$ cat config.mk
export PLATFORM = sky130hd
export DESIGN_NAME = layer3_fc_argmax
export DESIGN_NICKNAME = d
export VERILOG_FILES = /design/src/rtl/layer3_fc_argmax.sv
export SDC_FILE = /design/constraint.sdc
export NUM_CORES = 1
export LEC_CHECK = 0
export ABC_CLOCK_PERIOD_IN_PS = 5900
export CORE_MARGIN = 2
export CORE_UTILIZATION = 64
export CTS_BUF_LIST = sky130_fd_sc_hd__clkbuf_4 sky130_fd_sc_hd__clkbuf_8 sky130_fd_sc_hd__clkbuf_16
export DETAILED_ROUTE_END_ITERATION = 12
export PLACE_DENSITY = 0.87
export SLEW_MARGIN = 0
export SYNTH_ARGS = -nofsm -noshare
export SYNTH_HDL_FRONTEND = slang
export SYNTH_SLANG_ARGS = --single-unit
$ cat constraint.sdc
create_clock -name clk_i -period 5.9 [get_ports clk_i]
set_input_delay 0.59 -clock clk_i [delete_from_list [all_inputs] [get_ports clk_i]]
set_output_delay 0.59 -clock clk_i [all_outputs]
set_load 0.03 [all_outputs]
$ cat src/rtl/layer3_fc_argmax.sv
// Final fully-connected layer (64 inputs x 10 classes) with a running argmax.
// One MAC per cycle; the winning class index and score are reported with a one-cycle pulse.
module layer3_fc_argmax #(
    parameter int N_IN  = 64,
    parameter int N_OUT = 10,
    parameter int DW    = 8,
    parameter int BW    = 16,
    parameter int ACC_W = 24
) (
    input  logic             clk_i,
    input  logic             rstn_i,
    input  logic             start_i,
    output logic [5:0]       x_addr_o,
    output logic             x_en_o,
    input  logic [DW-1:0]    x_data_i,
    output logic [9:0]       w_addr_o,
    output logic             w_en_o,
    input  logic [DW-1:0]    w_data_i,
    output logic [3:0]       b_addr_o,
    output logic             b_en_o,
    input  logic [BW-1:0]    b_data_i,
    output logic             busy_o,
    output logic [3:0]       class_o,
    output logic [ACC_W-1:0] max_score_o,
    output logic             class_valid_o
);

    localparam logic [5:0] K_LAST = 6'(N_IN - 1);
    localparam logic [3:0] N_LAST = 4'(N_OUT - 1);

    typedef enum logic [2:0] {
        S_IDLE  = 3'd0,
        S_RUN   = 3'd1,
        S_DRAIN = 3'd2,
        S_CMP   = 3'd3,
        S_DONE  = 3'd4
    } state_e;

    state_e                   state_q, state_d;
    logic [3:0]               n_q, n_d;
    logic [5:0]               k_q, k_d;
    logic [3:0]               idx_q, idx_d;
    logic signed [ACC_W-1:0]  max_q, max_d;
    logic signed [ACC_W-1:0]  acc_q, acc_d;
    logic                     rd_vld_q;
    logic                     first_q;

    logic [5:0]               x_addr_q;
    logic                     x_en_q;
    logic [9:0]               w_addr_q;
    logic                     w_en_q;
    logic [3:0]               b_addr_q;
    logic                     b_en_q;
    logic                     busy_q;
    logic [3:0]               class_q;
    logic [ACC_W-1:0]         max_score_q;
    logic                     class_valid_q;

    logic signed [2*DW-1:0]   prod_s;
    logic signed [ACC_W-1:0]  prod_ext_s;
    logic signed [ACC_W-1:0]  bias_ext_s;

    // Sequencer: neuron/input counters, state transitions and argmax update
    always_comb begin
        state_d = state_q;
        n_d     = n_q;
        k_d     = k_q;
        idx_d   = idx_q;
        max_d   = max_q;
        case (state_q)
            S_IDLE: begin
                if (start_i) begin
                    state_d = S_RUN;
                    n_d     = 4'd0;
                    k_d     = 6'd0;
                end else begin
                    state_d = S_IDLE;
                end
            end
            S_RUN: begin
                if (k_q == K_LAST) begin
                    state_d = S_DRAIN;
                end else begin
                    k_d = k_q + 6'd1;
                end
            end
            S_DRAIN: begin
                state_d = S_CMP;
            end
            S_CMP: begin
                // strict compare so a tie keeps the lower class index
                if ((n_q == 4'd0) || (acc_q > max_q)) begin
                    max_d = acc_q;
                    idx_d = n_q;
                end else begin
                    max_d = max_q;
                end
                if (n_q == N_LAST) begin
                    state_d = S_DONE;
                end else begin
                    state_d = S_RUN;
                    n_d     = n_q + 4'd1;
                    k_d     = 6'd0;
                end
            end
            S_DONE: begin
                state_d = S_IDLE;
            end
            default: begin
                state_d = S_IDLE;
            end
        endcase
    end

    // MAC datapath: read data arrives one cycle after the enables
    always_comb begin
        prod_s     = $signed(x_data_i) * $signed(w_data_i);
        prod_ext_s = {{(ACC_W-2*DW){prod_s[2*DW-1]}}, prod_s};
        bias_ext_s = {{(ACC_W-BW){b_data_i[BW-1]}}, b_data_i};
        acc_d      = acc_q;
        if (rd_vld_q) begin
            if (first_q) begin
                acc_d = bias_ext_s + prod_ext_s;
            end else begin
                acc_d = acc_q + prod_ext_s;
            end
        end else begin
            acc_d = acc_q;
        end
    end

    // State, counters and accumulator registers
    always_ff @(posedge clk_i or negedge rstn_i) begin
        if (!rstn_i) begin
            state_q  <= S_IDLE;
            n_q      <= 4'd0;
            k_q      <= 6'd0;
            idx_q    <= 4'd0;
            max_q    <= '0;
            acc_q    <= '0;
            rd_vld_q <= 1'b0;
            first_q  <= 1'b0;
        end else begin
            state_q  <= state_d;
            n_q      <= n_d;
            k_q      <= k_d;
            idx_q    <= idx_d;
            max_q    <= max_d;
            acc_q    <= acc_d;
            rd_vld_q <= x_en_q;
            first_q  <= b_en_q;
        end
    end

    // Output registers are loaded from next-state values so they line up with the state
    always_ff @(posedge clk_i or negedge rstn_i) begin
        if (!rstn_i) begin
            x_addr_q      <= 6'd0;
            x_en_q        <= 1'b0;
            w_addr_q      <= 10'd0;
            w_en_q        <= 1'b0;
            b_addr_q      <= 4'd0;
            b_en_q        <= 1'b0;
            busy_q        <= 1'b0;
            class_q       <= 4'd0;
            max_score_q   <= '0;
            class_valid_q <= 1'b0;
        end else begin
            x_en_q        <= (state_d == S_RUN);
            w_en_q        <= (state_d == S_RUN);
            x_addr_q      <= (state_d == S_RUN) ? k_d : 6'd0;
            w_addr_q      <= (state_d == S_RUN) ? {n_d, k_d} : 10'd0;
            b_en_q        <= (state_d == S_RUN) && (k_d == 6'd0);
            b_addr_q      <= ((state_d == S_RUN) && (k_d == 6'd0)) ? n_d : 4'd0;
            busy_q        <= (state_d != S_IDLE);
            class_valid_q <= (state_d == S_DONE);
            if (state_d == S_DONE) begin
                class_q     <= idx_d;
                max_score_q <= max_d;
            end else begin
                class_q     <= class_q;
                max_score_q <= max_score_q;
            end
        end
    end

    assign x_addr_o      = x_addr_q;
    assign x_en_o        = x_en_q;
    assign w_addr_o      = w_addr_q;
    assign w_en_o        = w_en_q;
    assign b_addr_o      = b_addr_q;
    assign b_en_o        = b_en_q;
    assign busy_o        = busy_q;
    assign class_o       = class_q;
    assign max_score_o   = max_score_q;
    assign class_valid_o = class_valid_q;

endmodule

==> report_table.html, run 1 <==
<table>
<tr><th>Metric</th><th>Value</th></tr>
<tr><th colspan="2">Run status</th></tr>
<tr><td>Run status</td><td>finished, violations left</td></tr>
<tr><td>Violated checks</td><td>setup timing</td></tr>
<tr><th colspan="2">Cells and area</th></tr>
<tr><td>Number of antenna cells inserted</td><td>0</td></tr>
<tr><td>Share of layout cells above drive strength 1</td><td>0.193</td></tr>
<tr><td>Final-stage net count</td><td>1486</td></tr>
<tr><td>Top library cells by usage in the layout, fill and taps aside</td><td>131 x sky130_fd_sc_hd__inv_1, 131 x sky130_fd_sc_hd__buf_4, 113 x sky130_fd_sc_hd__dfrtp_1, 92 x sky130_fd_sc_hd__nand2_1, 91 x sky130_fd_sc_hd__ha_1</td></tr>
<tr><td>Area overhead of the layout relative to synthesis</td><td>27.4%</td></tr>
<tr><th colspan="2">Clock network</th></tr>
<tr><td>CTS Buf Count</td><td>17</td></tr>
<tr><td>Hold buffers post-CTS</td><td>0</td></tr>
<tr><td>Maximum count of clock buffers along a single path</td><td>2</td></tr>
<tr><td>Clock H-tree levels</td><td>4</td></tr>
<tr><td>Skew-Pair Late Insertion Delay</td><td>0.42 ns</td></tr>
<tr><td>Clock transition time at the flip-flop clock pins of the worst setup and hold paths</td><td>0.06 ns</td></tr>
<tr><td>Sinks on the clock net</td><td>113</td></tr>
<tr><td>Clk Tree Root Cell</td><td>sky130_fd_sc_hd__clkbuf_16</td></tr>
<tr><td>Clock tree from TritonCTS</td><td>built</td></tr>
<tr><th colspan="2">Drt</th></tr>
<tr><td>Detailed-routing wirelength on met1</td><td>10.2 mm</td></tr>
<tr><td>WL met2</td><td>13.9 mm</td></tr>
<tr><td>Antenna Nets Post-Route</td><td>0</td></tr>
<tr><td>Routed len/inst</td><td>17.9 um</td></tr>
<tr><td>Number of search-and-repair iterations in the first detailed-routing pass</td><td>5</td></tr>
<tr><td>WL met3</td><td>1.73 mm</td></tr>
<tr><td>Via count of the routed design</td><td>9125</td></tr>
<tr><td>Total routed wirelength</td><td>26.8 mm</td></tr>
<tr><td>DRC violation total after the first TritonRoute iteration</td><td>851</td></tr>
<tr><td>Vias/cell</td><td>6.10</td></tr>
<tr><td>Uppermost routed layer</td><td>met4</td></tr>
<tr><td>DRC</td><td>0</td></tr>
<tr><th colspan="2">Hold path</th></tr>
<tr><td>Hold Crit Class</td><td>in -&gt; async</td></tr>
<tr><th colspan="2">Floorplanning</th></tr>
<tr><td>Top-Level Pins</td><td>88</td></tr>
<tr><td>Number of rows created at floorplan</td><td>45</td></tr>
<tr><td>Effective utilization at floorplan</td><td>0.653</td></tr>
<tr><td>Floorplan Core Area</td><td>0.0151 mm2</td></tr>
<tr><td>Die Footprint</td><td>0.0165 mm2</td></tr>
<tr><td>Y dimension of the die</td><td>128 um</td></tr>
<tr><td>Die outline width</td><td>128 um</td></tr>
<tr><th colspan="2">Setup path</th></tr>
<tr><td>WP buf/inv</td><td>5</td></tr>
<tr><td>Element type at the critical path start</td><td>primary input</td></tr>
<tr><td>End of the worst register-to-register path</td><td>max_q[23]</td></tr>
<tr><td>Crit Path Category</td><td>in -&gt; reg</td></tr>
<tr><td>Slowest CP cell</td><td>sky130_fd_sc_hd__fa_1</td></tr>
<tr><td>Flop-to-flop setup slack</td><td>2.59 ns</td></tr>
<tr><td>Source of the worst register-to-register timing path</td><td>acc_q[1]</td></tr>
<tr><td>Crit path required time</td><td>6.23 ns</td></tr>
<tr><td>Worst Reg2Reg Path Length in Cells</td><td>9</td></tr>
<tr><td>Endpoint type of the worst setup path</td><td>flop</td></tr>
<tr><td>Largest fanout on the critical path</td><td>4</td></tr>
<tr><td>Max stage delay on crit path</td><td>0.55 ns</td></tr>
<tr><td>Data arrival time of the critical path</td><td>6.54 ns</td></tr>
<tr><td>Kind of cell adding the most delay to the critical path</td><td>adder cells</td></tr>
<tr><th colspan="2">Yosys</th></tr>
<tr><td>Cell area after synthesis</td><td>0.00989 mm2</td></tr>
<tr><td>Top flip-flop cell by instance count after synthesis</td><td>sky130_fd_sc_hd__dfrtp_1</td></tr>
<tr><td>Share of the yosys chip area belonging to registers</td><td>0.286</td></tr>
<tr><td>Net count of the mapped netlist</td><td>1294</td></tr>
<tr><td>Asr flop ratio synth</td><td>1.00</td></tr>
<tr><td>Area share of the leading cell type in the synthesized netlist</td><td>0.286</td></tr>
<tr><td>Synthesis-stage register bit count</td><td>113</td></tr>
<tr><td>Post-synthesis cell count</td><td>1105</td></tr>
<tr><td>Post-synthesis average cell area</td><td>8.95 um2</td></tr>
<tr><td>Count of yosys warnings during synthesis</td><td>0</td></tr>
<tr><td>Cell taking the most area after synthesis</td><td>sky130_fd_sc_hd__dfrtp_1</td></tr>
<tr><td>Number of enable-type register cells in the synthesized netlist</td><td>0</td></tr>
<tr><td>Post-synthesis cell type count</td><td>68</td></tr>
<tr><td>Cell types with the largest area share after synthesis</td><td>sky130_fd_sc_hd__dfrtp_1 29%, sky130_fd_sc_hd__ha_1 12%, sky130_fd_sc_hd__fa_1 12%</td></tr>
<tr><th colspan="2">STA</th></tr>
<tr><td>Worst Skew</td><td>0.00858 ns</td></tr>
<tr><td>Peak clock frequency supported by timing</td><td>0.161 GHz</td></tr>
<tr><td>Relative slew slack</td><td>0.337</td></tr>
<tr><td>Count of pins over their slew limit</td><td>0</td></tr>
<tr><td>Final clock period utilization by the worst path</td><td>1.05</td></tr>
<tr><td>Final critical-path setup slack</td><td>-0.312 ns</td></tr>
<tr><td>Number of hold violations in the final report</td><td>0</td></tr>
<tr><td>Worst slew pin tran</td><td>0.994 ns</td></tr>
<tr><td>Clock period minus final worst setup slack</td><td>6.21 ns</td></tr>
<tr><td>Post-route setup TNS</td><td>-1.13 ns</td></tr>
<tr><td>Number of setup violations in the final report</td><td>7</td></tr>
<tr><td>Setup repair after global routing missed its margin</td><td>true</td></tr>
<tr><th colspan="2">Global routing</th></tr>
<tr><td>First-pass GRT wire length</td><td>43.6 mm</td></tr>
<tr><td>GRT Overall Usage</td><td>0.330</td></tr>
<tr><td>GRT Residual Overflow</td><td>0</td></tr>
<tr><td>Pin count of the biggest net entering global routing</td><td>64</td></tr>
<tr><td>Vias in the first global route</td><td>9395</td></tr>
<tr><td>Initial antenna violation count</td><td>0</td></tr>
<tr><th colspan="2">Placement</th></tr>
<tr><td>Post-Place Worst Slack</td><td>-1.19 ns</td></tr>
<tr><td>Weighted congestion at the end of routability-driven global placement</td><td>0.918</td></tr>
<tr><td>Count of port buffers added during placement</td><td>87</td></tr>
<tr><td>Detailed placer's ending HPWL</td><td>18.4 mm</td></tr>
<tr><th colspan="2">Run</th></tr>
<tr><td>Maximum Capacitance Violations</td><td>0</td></tr>
</table>
[through the flow]
stage	hold WS [ns]	std cells	util	area, um2
6_report	0.256	1497	0.832	12600
3_5_place_dp	0.368	1460	0.778	11800
2_1_floorplan	0.294	1105	-	9960
4_1_cts	0.292	1494	0.826	12500
3_3_place_gp	0.366	1460	0.778	11800
5_1_grt	0.327	1497	0.832	12600
[cell type report]
| cell class | instances | area [um2] |
|---|---|---|
| Clock buffer | 20 | 460 |
| Clock inverter | 11 | 185 |
| Fill cell | 786 | 2540 |
| Inverter | 140 | 526 |
| Multi-Input combinational cell | 808 | 6550 |
| Sequential cell | 113 | 2830 |
| Tap cell | 188 | 235 |
| Timing Repair Buffer | 217 | 1830 |
[per-layer routing]
layer / global-route usage / vias to the layer above
met2: 0.606 / 432
met1: 0.384 / 4408
met5: 0 / -
li1: - / 4193
met3: 0.0528 / 92
met4: 0.136 / 0
[worst max-delay path by stage]
| stage | start | end | slack [ns] | cells after the start |
|---|---|---|---|---|
| 2_1_floorplan | x_data_i[3] | acc_q[23] | -0.44 | 26 |
| 3_3_place_gp | x_data_i[3] | acc_q[23] | -1.09 | 27 |
| 3_5_place_dp | x_data_i[3] | acc_q[23] | -1.19 | 27 |
| 4_1_cts | w_data_i[3] | acc_q[23] | -0.25 | 27 |
| 5_1_grt | w_data_i[3] | acc_q[23] | -0.53 | 27 |
| 6_report | w_data_i[3] | acc_q[23] | -0.31 | 27 |
[flip-flops by register name (all words and copies together), names as in the netlist, 3 cells and up]
name	count
state_q	3
n_q	4
max_q	24
max_score_o	24
b_addr_o	4
k_q	6
class_o	4
acc_q	24
idx_q	4
w_addr_o	10
[cells by family (layout without fill, tap and decap cells)]
group                      Yosys count  count (layout)  synth area share
AOI/OAI and AO/OA                  251             251             0.173
xor gates and xnor gates            46              46            0.0407
adders and majority gates          154             154             0.238
buffers and inverters              184             388            0.0756
DFF                                113             113             0.286
muxes                                8               8           0.00860
and+or+nand+nor                    349             349             0.178
[worst register-to-register path, stage by stage, from the launching register on]
cell and delay, ns:
sky130_fd_sc_hd__dfrtp_1 0.49, sky130_fd_sc_hd__ha_1 0.35, sky130_fd_sc_hd__nor2b_1 0.13, sky130_fd_sc_hd__o211ai_1 0.09, sky130_fd_sc_hd__a211oi_1 0.35, sky130_fd_sc_hd__o31ai_1 0.15, sky130_fd_sc_hd__o211ai_1 0.15, sky130_fd_sc_hd__a31oi_2 0.31
sky130_fd_sc_hd__nor2_2 0.85, sky130_fd_sc_hd__o21ai_0 0.25
[repair_timing]
item / 4_1_cts / 5_1_grt
pin swaps: 28 / 10
endpoints found under the setup margin: 11 / 10
buffers inserted: 3 / 3
gates resized for setup: 92 / 25
[synthesized netlist by cell type (4+ instances only)]
master and n:
sky130_fd_sc_hd__a211oi_1 9, sky130_fd_sc_hd__mux2i_1 4, sky130_fd_sc_hd__buf_2 7, sky130_fd_sc_hd__o311ai_0 8, sky130_fd_sc_hd__and3_1 11, sky130_fd_sc_hd__buf_4 7, sky130_fd_sc_hd__a21oi_1 50, sky130_fd_sc_hd__nor3_1 23
sky130_fd_sc_hd__inv_1 139, sky130_fd_sc_hd__o211ai_2 6, sky130_fd_sc_hd__fa_1 57, sky130_fd_sc_hd__and2_1 54, sky130_fd_sc_hd__o21a_1 5, sky130_fd_sc_hd__dfrtp_1 113, sky130_fd_sc_hd__nand2b_1 7, sky130_fd_sc_hd__nor2_1 58
sky130_fd_sc_hd__o211ai_1 21, sky130_fd_sc_hd__xnor2_1 34, sky130_fd_sc_hd__o21bai_1 11, sky130_fd_sc_hd__nand4_1 36, sky130_fd_sc_hd__clkbuf_1 22, sky130_fd_sc_hd__a31oi_1 11, sky130_fd_sc_hd__a21o_1 23, sky130_fd_sc_hd__nand3b_1 5
sky130_fd_sc_hd__o21ai_0 48, sky130_fd_sc_hd__xor2_1 12, sky130_fd_sc_hd__o21ai_1 29, sky130_fd_sc_hd__nand3_1 35, sky130_fd_sc_hd__nand2_1 94, sky130_fd_sc_hd__ha_1 97, sky130_fd_sc_hd__nor2b_1 10, sky130_fd_sc_hd__buf_1 5
Power of run 1 is left out: the tool's default activity adds up to more than one toggle a clock period on the data nets, which glitch-free logic cannot reach.
==> run 2, diff against run 1 <==
- ABC_CLOCK_PERIOD_IN_PS: 5900 -> 5500
- CORE_UTILIZATION: 64 -> 54
- PLACE_DENSITY: 0.87 -> 0.78
- SKIP_CTS_REPAIR_TIMING: not set -> 1
- clock period: 5.9 -> 5.5 ns (I/O delays scaled with it)
==> run 2 against run 1 <==
  * The run still ends with setup timing left
  * Flip-flop and latch count is the same
  * Sequential share of layout area shrank 0.41 points
  * Non-clock buffer count grew 7
==> report_table.html, run 2 (synthesis results as in run 1) <==
<table>
<tr><th>Metric</th><th>Value</th></tr>
<tr><th colspan="2">Floorplanning</th></tr>
<tr><td>Die outline width</td><td>139 um (was 128 um)</td></tr>
<tr><td>Effective utilization at floorplan</td><td>0.551 (was 0.653)</td></tr>
<tr><td>Die Footprint</td><td>0.0194 mm2 (was 0.0165 mm2)</td></tr>
<tr><td>Number of rows created at floorplan</td><td>49 (was 45)</td></tr>
<tr><td>Floorplan Core Area</td><td>0.0180 mm2 (was 0.0151 mm2)</td></tr>
<tr><td>Y dimension of the die</td><td>139 um (was 128 um)</td></tr>
<tr><td>Top-Level Pins</td><td>88 (unchanged)</td></tr>
<tr><th colspan="2">STA</th></tr>
<tr><td>Number of hold violations in the final report</td><td>0 (unchanged)</td></tr>
<tr><td>Worst slew pin tran</td><td>1.08 ns (was 0.994 ns)</td></tr>
<tr><td>Relative slew slack</td><td>0.281 (was 0.337)</td></tr>
<tr><td>Clock period minus final worst setup slack</td><td>6.17 ns</td></tr>
<tr><td>Number of setup violations in the final report</td><td>9 (was 7)</td></tr>
<tr><td>Final clock period utilization by the worst path</td><td>1.12</td></tr>
<tr><td>Count of pins over their slew limit</td><td>0 (unchanged)</td></tr>
<tr><td>Worst Skew</td><td>0.0142 ns (was 0.00858 ns)</td></tr>
<tr><td>Setup repair after global routing missed its margin</td><td>true (unchanged)</td></tr>
<tr><td>Fin Hold WS</td><td>0.179 ns (was 0.256 ns)</td></tr>
<tr><td>Final critical-path setup slack</td><td>-0.667 ns (was -0.312 ns)</td></tr>
<tr><td>Peak clock frequency supported by timing</td><td>0.162 GHz</td></tr>
<tr><th colspan="2">Placement</th></tr>
<tr><td>Detailed placer's ending HPWL</td><td>18.1 mm (was 18.4 mm)</td></tr>
<tr><td>Weighted congestion at the end of routability-driven global placement</td><td>0.903 (was 0.918)</td></tr>
<tr><td>Count of port buffers added during placement</td><td>87 (unchanged)</td></tr>
<tr><th colspan="2">Drt</th></tr>
<tr><td>Total routed wirelength</td><td>25.1 mm (was 26.8 mm)</td></tr>
<tr><td>Via count of the routed design</td><td>8851 (was 9125)</td></tr>
<tr><td>DRC violation total after the first TritonRoute iteration</td><td>587 (was 851)</td></tr>
<tr><td>DRC</td><td>0 (unchanged)</td></tr>
<tr><td>Antenna Nets Post-Route</td><td>0 (unchanged)</td></tr>
<tr><td>Routed len/inst</td><td>16.2 um (was 17.9 um)</td></tr>
<tr><td>Number of search-and-repair iterations in the first detailed-routing pass</td><td>5 (unchanged)</td></tr>
<tr><td>Vias/cell</td><td>5.73 (was 6.10)</td></tr>
<tr><th colspan="2">Cells and area</th></tr>
<tr><td>Number of antenna cells inserted</td><td>0 (unchanged)</td></tr>
<tr><td>Area overhead of the layout relative to synthesis</td><td>29.8% (was 27.4%)</td></tr>
<tr><td>Finished Core Util</td><td>0.715 (was 0.832)</td></tr>
<tr><td>Layout filler cell count</td><td>1299 (was 786)</td></tr>
<tr><td>Share of layout cells above drive strength 1</td><td>0.213 (was 0.193)</td></tr>
<tr><td>Top library cells by usage in the layout, fill and taps aside</td><td>136 x sky130_fd_sc_hd__buf_4, 133 x sky130_fd_sc_hd__inv_1, 113 x sky130_fd_sc_hd__dfrtp_1, 90 x sky130_fd_sc_hd__nand2_1, 86 x sky130_fd_sc_hd__ha_1 (was 131 x sky130_fd_sc_hd__inv_1, 131 x sky130_fd_sc_hd__buf_4, 113 x sky130_fd_sc_hd__dfrtp_1, 92 x sky130_fd_sc_hd__nand2_1, 91 x sky130_fd_sc_hd__ha_1)</td></tr>
<tr><td>Final-stage net count</td><td>1493 (was 1486)</td></tr>
<tr><td>Most frequent standard cell in the layout excluding fill and tap cells</td><td>sky130_fd_sc_hd__buf_4</td></tr>
<tr><th colspan="2">Clock network</th></tr>
<tr><td>CTS Buf Count</td><td>17 (unchanged)</td></tr>
<tr><td>Clock tree from TritonCTS</td><td>built (unchanged)</td></tr>
<tr><td>Sinks on the clock net</td><td>113 (unchanged)</td></tr>
<tr><td>Clk Tree Root Cell</td><td>sky130_fd_sc_hd__clkbuf_16 (unchanged)</td></tr>
<tr><td>Maximum count of clock buffers along a single path</td><td>2 (unchanged)</td></tr>
<tr><td>Clock H-tree levels</td><td>4 (unchanged)</td></tr>
<tr><td>Clock transition time at the flip-flop clock pins of the worst setup and hold paths</td><td>0.06 ns (about the same)</td></tr>
<tr><td>Skew-Pair Late Insertion Delay</td><td>0.42 ns (about the same)</td></tr>
<tr><th colspan="2">Setup path</th></tr>
<tr><td>WP buf/inv</td><td>6 (was 5)</td></tr>
<tr><td>Crit path required time</td><td>5.80 ns (was 6.23 ns)</td></tr>
<tr><td>Element type at the critical path start</td><td>primary input (unchanged)</td></tr>
<tr><td>Data arrival time of the critical path</td><td>6.47 ns (was 6.54 ns)</td></tr>
<tr><td>Slowest CP cell</td><td>sky130_fd_sc_hd__fa_1 (unchanged)</td></tr>
<tr><td>Largest fanout on the critical path</td><td>4 (unchanged)</td></tr>
<tr><td>Crit Path Category</td><td>in -&gt; reg (unchanged)</td></tr>
<tr><td>Library cell appearing most often on the critical path</td><td>sky130_fd_sc_hd__fa_1</td></tr>
<tr><td>Endpoint type of the worst setup path</td><td>flop (unchanged)</td></tr>
<tr><td>Kind of cell adding the most delay to the critical path</td><td>adder cells (unchanged)</td></tr>
<tr><td>Max stage delay on crit path</td><td>0.54 ns (was 0.55 ns)</td></tr>
<tr><th colspan="2">Global routing</th></tr>
<tr><td>GRT Overall Usage</td><td>0.255 (was 0.330)</td></tr>
<tr><td>First-pass GRT wire length</td><td>41.2 mm (was 43.6 mm)</td></tr>
<tr><td>Pin count of the biggest net entering global routing</td><td>60 (was 64)</td></tr>
<tr><td>Vias in the first global route</td><td>8910 (was 9395)</td></tr>
<tr><td>Initial antenna violation count</td><td>0 (unchanged)</td></tr>
<tr><td>GRT Residual Overflow</td><td>0 (unchanged)</td></tr>
<tr><th colspan="2">Run</th></tr>
<tr><td>Maximum Capacitance Violations</td><td>0 (unchanged)</td></tr>
<tr><th colspan="2">Hold path</th></tr>
<tr><td>Hold Crit Class</td><td>in -&gt; async (unchanged)</td></tr>
<tr><th colspan="2">Run status</th></tr>
<tr><td>Violated checks</td><td>setup timing (unchanged)</td></tr>
<tr><td>Run status</td><td>finished, violations left (unchanged)</td></tr>
</table>
[run 2: cell types whose count changed in the layout (fill, tap and decap cells not counted), sizes merged]
cell / change
clkbuf: +3
clkinvlp: +3
buf: +2
bufinv: -2
inv: +2
clkdlybuf4s15: -1
clkinv: +1
dlygate4sd2: -1
dlymetal6s2s: +1
[run 2: per-stage QoR]
stage	setup TNS (ns)	cell area [um2]	worst slack, ns	cells
finish	-2.93	12800	-0.667	1546
global route	-5.61	12800	-0.861	1546
CTS	-8.42	12600	-1.20	1540
detailed placement	-14.58	12000	-1.61	1508
global placement	-12.87	12000	-1.45	1508
floorplan	-2.00	10000	-0.794	1105
[run 2: worst register-to-register path, stage by stage (launching register included)]
cell,delay [ns]
sky130_fd_sc_hd__dfrtp_1,0.48
sky130_fd_sc_hd__ha_1,0.34
sky130_fd_sc_hd__nor2b_1,0.14
sky130_fd_sc_hd__o211ai_1,0.10
sky130_fd_sc_hd__a211oi_1,0.27
sky130_fd_sc_hd__o31ai_1,0.15
sky130_fd_sc_hd__o211ai_1,0.18
sky130_fd_sc_hd__a31o_1,0.92
sky130_fd_sc_hd__nand2_2,0.68
sky130_fd_sc_hd__o311ai_0,0.54
[run 2: path summary, 6_finish.rpt]
check,startpoint,endpoint,slack [ns],depth (start not counted)
worst min-delay path,rstn_i,b_addr_o[0],0.18,1
worst max-delay path,w_data_i[2],acc_q[21],-0.67,28
max in group asynchronous,rstn_i,max_q[13],4.09,2
worst min register to register,b_en_o,first_q,0.40,0
worst max register to register,acc_q[1],class_o[0],1.55,9
min in group clk_i,b_en_o,first_q,0.40,0
[run 2: layout make-up]
cell class	count	area (um2)	share of cell area
Timing Repair Buffer	224	1880	0.147
Multi-Input combinational cell	808	6710	0.523
Sequential cell	113	2830	0.220
Inverter	140	526	0.0409
Clock inverter	15	185	0.0144
Clock buffer	17	425	0.0331
Tap cell	229	287	0.0223
[run 2: metal layers]
layer	vias up	track usage	wire, um
li1	4206	-	-
met1	4294	0.321	10400
met2	304	0.458	12800
met3	47	0.0389	1310
met4	0	0.0686	594
met5	-	0	0
Power of run 2 is left out for the same reason.
==> run 3, diff against run 2 <==
- CTS_CLUSTER_SIZE: not set -> 20
==> results of run 3 <==
The final DEF is identical to that of run 2; final timing and power are the same.
Power of run 3 is left out for the same reason.
